===== config.mk =====
export PLATFORM = sky130hd
export DESIGN_NAME = mic_level_meter
export DESIGN_NICKNAME = d
export VERILOG_FILES = /design/src/rtl/mic_level_meter.sv
export SDC_FILE = /design/constraint.sdc
export NUM_CORES = 1
export LEC_CHECK = 0
export CORE_MARGIN = 2
export CORE_UTILIZATION = 55
export CTS_CLUSTER_DIAMETER = 40
export DETAILED_ROUTE_END_ITERATION = 16
export PLACE_DENSITY = 0.8
export SYNTH_ARGS = -nofsm -noshare
export SYNTH_HDL_FRONTEND = slang
export SYNTH_SLANG_ARGS = --single-unit

===== constraint.sdc =====
create_clock -name CLOCK -period 3.1 [get_ports CLOCK]
set_input_delay 0.93 -clock CLOCK [delete_from_list [all_inputs] [get_ports CLOCK]]
set_output_delay 0.93 -clock CLOCK [all_outputs]
set_load 0.01 [all_outputs]

===== src/rtl/mic_level_meter.sv =====
// Microphone peak level meter: windowed peak detection driving a thermometer LED bar.
// Optional peak-hold marker is built when MIC_LEVEL_METER_PEAK_HOLD_EN is defined.
module mic_level_meter #(
  parameter int WIDTH    = 12,
  parameter int NLED     = 16,
  parameter int LVLW     = 5,
  parameter int WINDOW   = 2000,
  parameter int HOLD_WIN = 8
) (
  input  logic             CLOCK,
  input  logic             RESETN,
  input  logic             E,
  input  logic             sample_tick,
  input  logic [WIDTH-1:0] mic_in,
  input  logic [1:0]       mode,
  output logic [NLED-1:0]  led,
  output logic [LVLW-1:0]  level
);

  localparam int LB = $clog2(NLED);
  localparam int CW = (WINDOW > 1) ? $clog2(WINDOW) : 1;

  // Top log2(NLED) bits of the peak select the bar; any non-zero peak lights at least one LED.
  function automatic logic [LVLW-1:0] level_of(input logic [WIDTH-1:0] pk);
    logic [WIDTH-1:0] top;
    top = pk >> (WIDTH - LB);
    if (pk == '0) begin
      level_of = '0;
    end else begin
      level_of = LVLW'(top) + LVLW'(1);
    end
  endfunction

  function automatic logic [NLED-1:0] bar_of(input logic [LVLW-1:0] lv);
    for (int i = 0; i < NLED; i++) begin
      bar_of[i] = (i < int'(lv));
    end
  endfunction

  logic             run_r;
  logic [CW-1:0]    count_r;
  logic [WIDTH-1:0] acc_r;
  logic [NLED-1:0]  led_r, led_s;
  logic [LVLW-1:0]  level_r, level_s;
  logic             go_s, tick_s, close_s;
  logic [WIDTH-1:0] peak_new_s;
  logic [LVLW-1:0]  lvl_new_s;
  logic [NLED-1:0]  marker_s;

  // One-stage release: the edge after RESETN rises arms the block, the next one is functional.
  always_ff @(posedge CLOCK or negedge RESETN) begin
    if (!RESETN) begin
      run_r <= 1'b0;
    end else begin
      run_r <= 1'b1;
    end
  end

  assign go_s       = E && run_r;
  assign tick_s     = go_s && sample_tick;
  assign close_s    = tick_s && (count_r == CW'(WINDOW - 1));
  assign peak_new_s = (mic_in > acc_r) ? mic_in : acc_r;
  assign lvl_new_s  = level_of(peak_new_s);

  // The peak is only ever observed through its level encoding, so only the level is stored.
  always_ff @(posedge CLOCK or negedge RESETN) begin
    if (!RESETN) begin
      count_r <= '0;
      acc_r   <= '0;
    end else if (!go_s) begin
      count_r <= '0;
      acc_r   <= '0;
    end else if (close_s) begin
      count_r <= '0;
      acc_r   <= '0;
    end else if (tick_s) begin
      count_r <= count_r + CW'(1);
      acc_r   <= peak_new_s;
    end
  end

`ifdef MIC_LEVEL_METER_PEAK_HOLD_EN
  localparam int HW = $clog2(HOLD_WIN + 1);

  typedef enum logic {
    HOLD  = 1'b0,
    DECAY = 1'b1
  } hstate_t;

  hstate_t         state_r, state_s;
  logic [LVLW-1:0] hold_r, hold_s;
  logic [HW-1:0]   hcnt_r, hcnt_s;

  always_ff @(posedge CLOCK or negedge RESETN) begin
    if (!RESETN) begin
      state_r <= HOLD;
      hold_r  <= '0;
      hcnt_r  <= '0;
    end else if (!go_s) begin
      state_r <= HOLD;
      hold_r  <= '0;
      hcnt_r  <= '0;
    end else begin
      state_r <= state_s;
      hold_r  <= hold_s;
      hcnt_r  <= hcnt_s;
    end
  end

  // Marker follows any level at or above it; otherwise it waits HOLD_WIN windows, then sinks one per window.
  always_comb begin
    state_s = state_r;
    hold_s  = hold_r;
    hcnt_s  = hcnt_r;
    if (close_s) begin
      if (lvl_new_s >= hold_r) begin
        hold_s  = lvl_new_s;
        hcnt_s  = HW'(HOLD_WIN);
        state_s = HOLD;
      end else begin
        case (state_r)
          HOLD: begin
            if (hcnt_r <= HW'(1)) begin
              hcnt_s  = '0;
              state_s = DECAY;
            end else begin
              hcnt_s = hcnt_r - HW'(1);
            end
          end
          DECAY: begin
            if (hold_r != '0) begin
              hold_s = hold_r - LVLW'(1);
            end else begin
              hold_s = hold_r;
            end
          end
          default: begin
            state_s = HOLD;
          end
        endcase
      end
    end else begin
      state_s = state_r;
    end
  end

  always_comb begin
    marker_s = '0;
    if (hold_s != '0) begin
      marker_s = NLED'(1) << (hold_s - LVLW'(1));
    end else begin
      marker_s = '0;
    end
  end
`else
  assign marker_s = '0;
`endif

  always_comb begin
    led_s   = led_r;
    level_s = level_r;
    if (!go_s) begin
      led_s   = '0;
      level_s = '0;
    end else begin
      if (close_s) begin
        level_s = lvl_new_s;
      end else begin
        level_s = level_r;
      end
      case (mode)
        2'd0: begin
          if (tick_s) begin
            led_s = NLED'(mic_in);
          end else begin
            led_s = led_r;
          end
        end
        2'd2: begin
          if (close_s) begin
            led_s = bar_of(lvl_new_s) | marker_s;
          end else begin
            led_s = led_r;
          end
        end
        default: begin
          if (close_s) begin
            led_s = bar_of(lvl_new_s);
          end else begin
            led_s = led_r;
          end
        end
      endcase
    end
  end

  always_ff @(posedge CLOCK or negedge RESETN) begin
    if (!RESETN) begin
      led_r   <= '0;
      level_r <= '0;
    end else begin
      led_r   <= led_s;
      level_r <= level_s;
    end
  end

  assign led   = led_r;
  assign level = level_r;

endmodule


==> impl_metrics.json, run 1 <==
{
  "ir_drop_v": 0.000201,
  "holdPathEnd": "led[12]",
  "synth_area_leader_cell": "dfrtp_1",
  "hp-class": "reg -> reg",
  "vias_per_cell": 6.09,
  "drv_slew": 0,
  "crit_chain": "clkdlybuf4s50_1 -> ha_1 -> nand4_1 -> nor3_4 -> o31ai_2 -> a21oi_2 -> mux2_2 -> a221o_1",
  "synth_seq_cells": 45,
  "ys_seq_area_frac": 0.405,
  "critPathLaunchType": "input pin",
  "grt_pass1_wl_mm": 12.4,
  "power.total_mw": 1.27,
  "drtIter0Drc": 244,
  "die_w_um": 75.1,
  "wire_per_inst_um": 17.5,
  "critPathRequiredTime_ns": 3.28,
  "syn_nets": 334,
  "leakage_nw": 1.59,
  "clkLatencyLatePin_ns": 0.30,
  "slowest_stage": "clkdlybuf4s50_1",
  "top_layer": "met4",
  "io_pins": 39,
  "end_kind": "flip-flop",
  "setup_viol": 0,
  "numClockSinks": 45,
  "numCtsBuffers": 5,
  "ys_top_cells_by_count": "dfrtp_1, nand2_1, nor2_1, inv_1, o21ai_0",
  "yosysMostFrequentCell": "dfrtp_1",
  "vias": 2629,
  "synthFlopType": "dfrtp_1",
  "crit_fanout": 6,
  "critPathTopFamily": "compound AO/OA/AOI/OAI gates",
  "final_util": 0.745,
  "wl_met3_um": 470,
  "dp_hpwl_mm": 5.67,
  "port_buffers": 38,
  "post-route-period-util": 0.983,
  "setup_ws_ns": 0.0519,
  "wirelength_mm": 7.58,
  "grt_usage": 0.294,
  "grt_pass1_vias": 2539,
  "fin_worst_skew_ns": 0.00678,
  "synth_area_leaders": "dfrtp_1, ha_1, nand2_1",
  "fmaxAchievable_mhz": 328,
  "start_util": 0.581,
  "drc": 0,
  "netlist_instances": 303,
  "antenna_found_initial": 0,
  "dieHeight_um": 75.1,
  "overflow": 0,
  "layout.nets": 396,
  "syn_area_per_cell_um2": 9.18,
  "relSlewSlack": 0.326,
  "hold_slack_ns": 0.475,
  "status": "finished clean",
  "clk_path_buf_depth": 2,
  "r2r_end": "led[11]",
  "r2r_slack_ns": 0.32,
  "p_per_area_nw_per_um2": 356,
  "rr_startpoint": "acc_r[11]",
  "postRouteAntennaNets": 0,
  "dr.pass1.iters": 5,
  "synth_edf_count": 0,
  "htreeDepth": 2,
  "place_congestion": 0.951,
  "dr_wl_met2_mm": 3.59,
  "final_layout_size_suffix_gt1_frac": 0.162,
  "netlist.area_leader.share": 0.405,
  "grt_max_degree": 46,
  "critPathMaxStageDelay_ns": 0.43,
  "fp.coreArea_um2": 4790,
  "fin_setup_tns_ns": 0,
  "root_buffer": "clkbuf_8",
  "crit_buf_inv": 1,
  "fp.dieArea_um2": 5640,
  "path_clk_slew_ns": 0.07,
  "pre_cts_ws_ns": -0.319,
  "ys_async_sr_fraction": 1.00,
  "synthesis.area_um2": 2780,
  "yosysUniqueCellTypes": 51,
  "worstPathArrival_ns": 3.23,
  "layout_min_cycle_time_ns": 3.05,
  "n_antenna_cell": 0,
  "area_growth_pct": 28.3,
  "worst_slew_pin_slew_ns": 1.01,
  "min_from": "led[12]",
  "yosysWarnings": 0,
  "row_count": 25,
  "hold_depth": 2,
  "critPathKind": "in -> reg",
  "cts_tree": "yes",
  "reg2regPathDepth": 8,
  "finalHoldViolations": 0,
  "wl_met1_mm": 3.33,
  "max-cap-violations": 0
}
-- timing repair --
action	in CTS	in global routing
endpoints found under the setup margin	13	23
hold buffers	0	0
gates resized for setup	1	12
buffers inserted	0	1
pin swaps	2	3
cloned	0	0
-- stage by stage --
stage	cells	instance area (µm²)
3_5_place_dp	424	3400
6_report	432	3570
5_1_grt	432	3570
3_3_place_gp	424	3400
4_1_cts	431	3490
2_1_floorplan	303	2780
-- per-layer routing --
layer,track usage,vias to the layer above
li1,-,1235
met1,0.396,1255
met2,0.481,122
met3,0.0455,17
met4,0.107,0
met5,0,-
-- sequential cells by signal, summed over array words and instances (netlist names) --
name,flops
count_r,11
acc_r,12
run_r,1
level,5
led,16
-- placed cells by master (no fill, tap or decap), types with 3 or more instances in the layout --
| cell | count |
|---|---|
| dfrtp_1 | 45 |
| clkdlybuf4s50_1 | 35 |
| buf_4 | 32 |
| nand2_1 | 31 |
| nor2_1 | 23 |
| inv_1 | 17 |
| o21ai_0 | 14 |
| nand3_1 | 13 |
| a22o_1 | 13 |
| ha_1 | 11 |
| a21oi_1 | 9 |
| mux2i_1 | 8 |
| o21ai_1 | 7 |
| xor2_1 | 7 |
| and3_1 | 6 |
| nand4_1 | 6 |
| or3_1 | 6 |
| nor4_1 | 6 |
| nor3_1 | 6 |
| clkbuf_8 | 6 |
| o21a_1 | 5 |
| a32o_1 | 5 |
| xnor2_1 | 5 |
| a221o_1 | 3 |
-- cell families after synthesis --
family,after synthesis,synth area share
AOI/OAI and AO/OA,78,0.205
buffers and inverters,33,0.0509
adders and majority gates,13,0.0585
DFF,45,0.405
muxes,11,0.0405
other,1,0.00135
xor gates and xnor gates,12,0.0378
and+or+nand+nor,110,0.201
-- worst reg2reg max path: cells and delay by family, from the launching register on --
family | cells | cell delay, ns
simple gates | 2 | 0.43
flops | 1 | 0.54
fa+ha+maj | 1 | 0.34
buf+inv | 1 | 0.23
compound gates | 3 | 0.74
mux | 1 | 0.39
-- report_power, final --
| part | internal, mW | leakage, nW | switching [mW] |
|---|---|---|---|
| registers | 0.603 | 0.618 | 0.0119 |
| clock network | 0.177 | 0.0443 | 0.189 |
| logic | 0.132 | 0.928 | 0.156 |
| total | 0.912 | 1.59 | 0.357 |
-- cell type report --
cell class	instances	area (µm²)
flip-flops and latches	45	1130
multi-input cells	225	1570
clock buffers	7	86.3
fillers	381	1220
repair buffers	71	632
well taps	67	83.8
inverters	17	63.8
-- worst max-delay path by stage --
stage,slack [ns],endpoint,depth (start not counted),start
2_1_floorplan,0.32,led[8],8,mic_in[3]
3_3_place_gp,-0.24,led[1],8,mic_in[7]
3_5_place_dp,-0.32,acc_r[4],8,mic_in[10]
4_1_cts,0.009,led[15],9,mic_in[7]
5_1_grt,-0.06,led[11],8,mic_in[8]
6_report,0.05,led[11],8,mic_in[9]
No activity file was read; power rests on OpenSTA's default activity.
==> inputs of run 2 (changes only) <==
--- a/config.mk
+++ b/config.mk
@@ -6,10 +6,10 @@
 export NUM_CORES = 1
 export LEC_CHECK = 0
 export CORE_MARGIN = 2
-export CORE_UTILIZATION = 55
+export CORE_UTILIZATION = 50
 export CTS_CLUSTER_DIAMETER = 40
 export DETAILED_ROUTE_END_ITERATION = 16
-export PLACE_DENSITY = 0.8
+export PLACE_DENSITY = 0.74
 export SYNTH_ARGS = -nofsm -noshare
 export SYNTH_HDL_FRONTEND = slang
 export SYNTH_SLANG_ARGS = --single-unit
==> impl_metrics.json, run 2 (synthesized netlist as in run 1, its figures left out) <==
{
  "post-route-period-util": 0.970,
  "grt_pass1_vias": 2473,
  "layout.nets": 399,
  "overflow": 0,
  "grt_pass1_wl_mm": 12.4,
  "max-cap-violations": 0,
  "layout_min_cycle_time_ns": 3.01,
  "hp-class": "reg -> reg",
  "p_per_area_nw_per_um2": 374,
  "row_count": 27,
  "dp_hpwl_mm": 5.61,
  "status": "finished clean",
  "drc": 0,
  "grt_usage": 0.260,
  "finalHoldViolations": 0,
  "worst_slew_pin_slew_ns": 1.01,
  "clkLatencyLatePin_ns": 0.30,
  "htreeDepth": 2,
  "clk_path_buf_depth": 2,
  "dr.pass1.iters": 4,
  "area_growth_pct": 31.1,
  "switching_share": 0.279,
  "grt_max_degree": 46,
  "pre_cts_ws_ns": -0.328,
  "dieHeight_um": 78.6,
  "antenna_found_initial": 0,
  "largest_reg_flops": 16,
  "cts_hold_buf": 0,
  "combPwrFrac": 0.215,
  "relSlewSlack": 0.325,
  "fp.coreArea_um2": 5440,
  "postRouteAntennaNets": 0,
  "stdcell_area_um2": 3640,
  "hold_slack_ns": 0.496,
  "port_buffers": 38,
  "placed_cell_area_um2": 3450,
  "final_layout_size_suffix_gt1_frac": 0.173,
  "root_buffer": "clkbuf_8",
  "crit_fanout": 6,
  "power.total_mw": 1.36,
  "critPathRequiredTime_ns": 3.29,
  "numClockSinks": 45,
  "final_common_cell": "dfrtp_1",
  "path_clk_slew_ns": 0.09,
  "fmaxAchievable_mhz": 333,
  "leakage_nw": 1.63,
  "vias": 2606,
  "fp.dieArea_um2": 6170,
  "fin_setup_tns_ns": 0,
  "n_antenna_cell": 0,
  "start_util": 0.511,
  "ir_drop_v": 0.000249,
  "fin_worst_skew_ns": 0.0109,
  "wire_per_inst_um": 17.0,
  "end_kind": "flip-flop",
  "layout_common_cells": "dfrtp_1, buf_4, clkdlybuf4s50_1",
  "final_util": 0.670,
  "p_clk_frac": 0.334,
  "drtIter0Drc": 257,
  "p_int_mw": 0.983,
  "seqPwrFrac": 0.451,
  "wirelength_mm": 7.48,
  "final_cells": 441,
  "drv_slew": 0,
  "die_w_um": 78.6,
  "io_pins": 39,
  "p_sw_mw": 0.380,
  "cts_tree": "yes",
  "critPathKind": "in -> reg",
  "dp.cells": 433,
  "place_congestion": 0.958,
  "critPathLaunchType": "input pin",
  "worstPathArrival_ns": 3.19,
  "post-cts-setup-buffers": 0,
  "numCtsBuffers": 5,
  "setup_ws_ns": 0.0934,
  "setup_viol": 0,
  "vias_per_cell": 5.91
}
run 2: power by group through the flow:
stage	logic (mW)	registers, mW	clock network (mW)
finish	0.293	0.615	0.455
CTS	0.284	0.615	0.465
detailed placement	0.280	0.627	0
global route	0.320	0.617	0.492
floorplan	0.140	0.629	0
global placement	0.276	0.626	0
run 2: final cells by class:
type | instances | area (µm²)
Sequential cell | 45 | 1130
Multi-Input combinational cell | 225 | 1580
Tap cell | 72 | 90.1
Clock inverter | 3 | 46.3
Fill cell | 468 | 1790
Inverter | 17 | 63.8
Timing Repair Buffer | 74 | 668
Clock buffer | 5 | 68.8
run 2: per-layer routing:
layer	wire length [µm]	up-vias	track usage
met2	3540	107	0.413
li1	-	1233	-
met4	148	0	0.0982
met5	0	-	0
met1	3310	1254	0.349
met3	488	12	0.0529
run 2: worst max-delay path, cell delays in order:
cell and delay [ns]:
clkdlybuf4s50_1 0.43, ha_1 0.30, nand4_1 0.18, nor3_4 0.29, o31ai_2 0.14, a21oi_4 0.23, mux2_2 0.38, a221o_1 0.32
run 2: final timing paths:
check	startpoint	endpoint	slack, ns	cells past startpoint
worst max-delay path	mic_in[11]	led[11]	0.09	8
worst min-delay path	led[8]	led[8]	0.50	2
worst max register to register	acc_r[8]	led[11]	0.52	8
worst min register to register	led[8]	led[8]	0.50	2
max in group asynchronous	RESETN	acc_r[9]	1.68	1
min in group asynchronous	RESETN	count_r[5]	0.79	1
run 2: what timing repair did:
item                                    CTS  global route
endpoints found under the setup margin    1            26
hold endpoints to repair                  0             0
pin swaps                                 2            11
gates resized for setup                   3            12
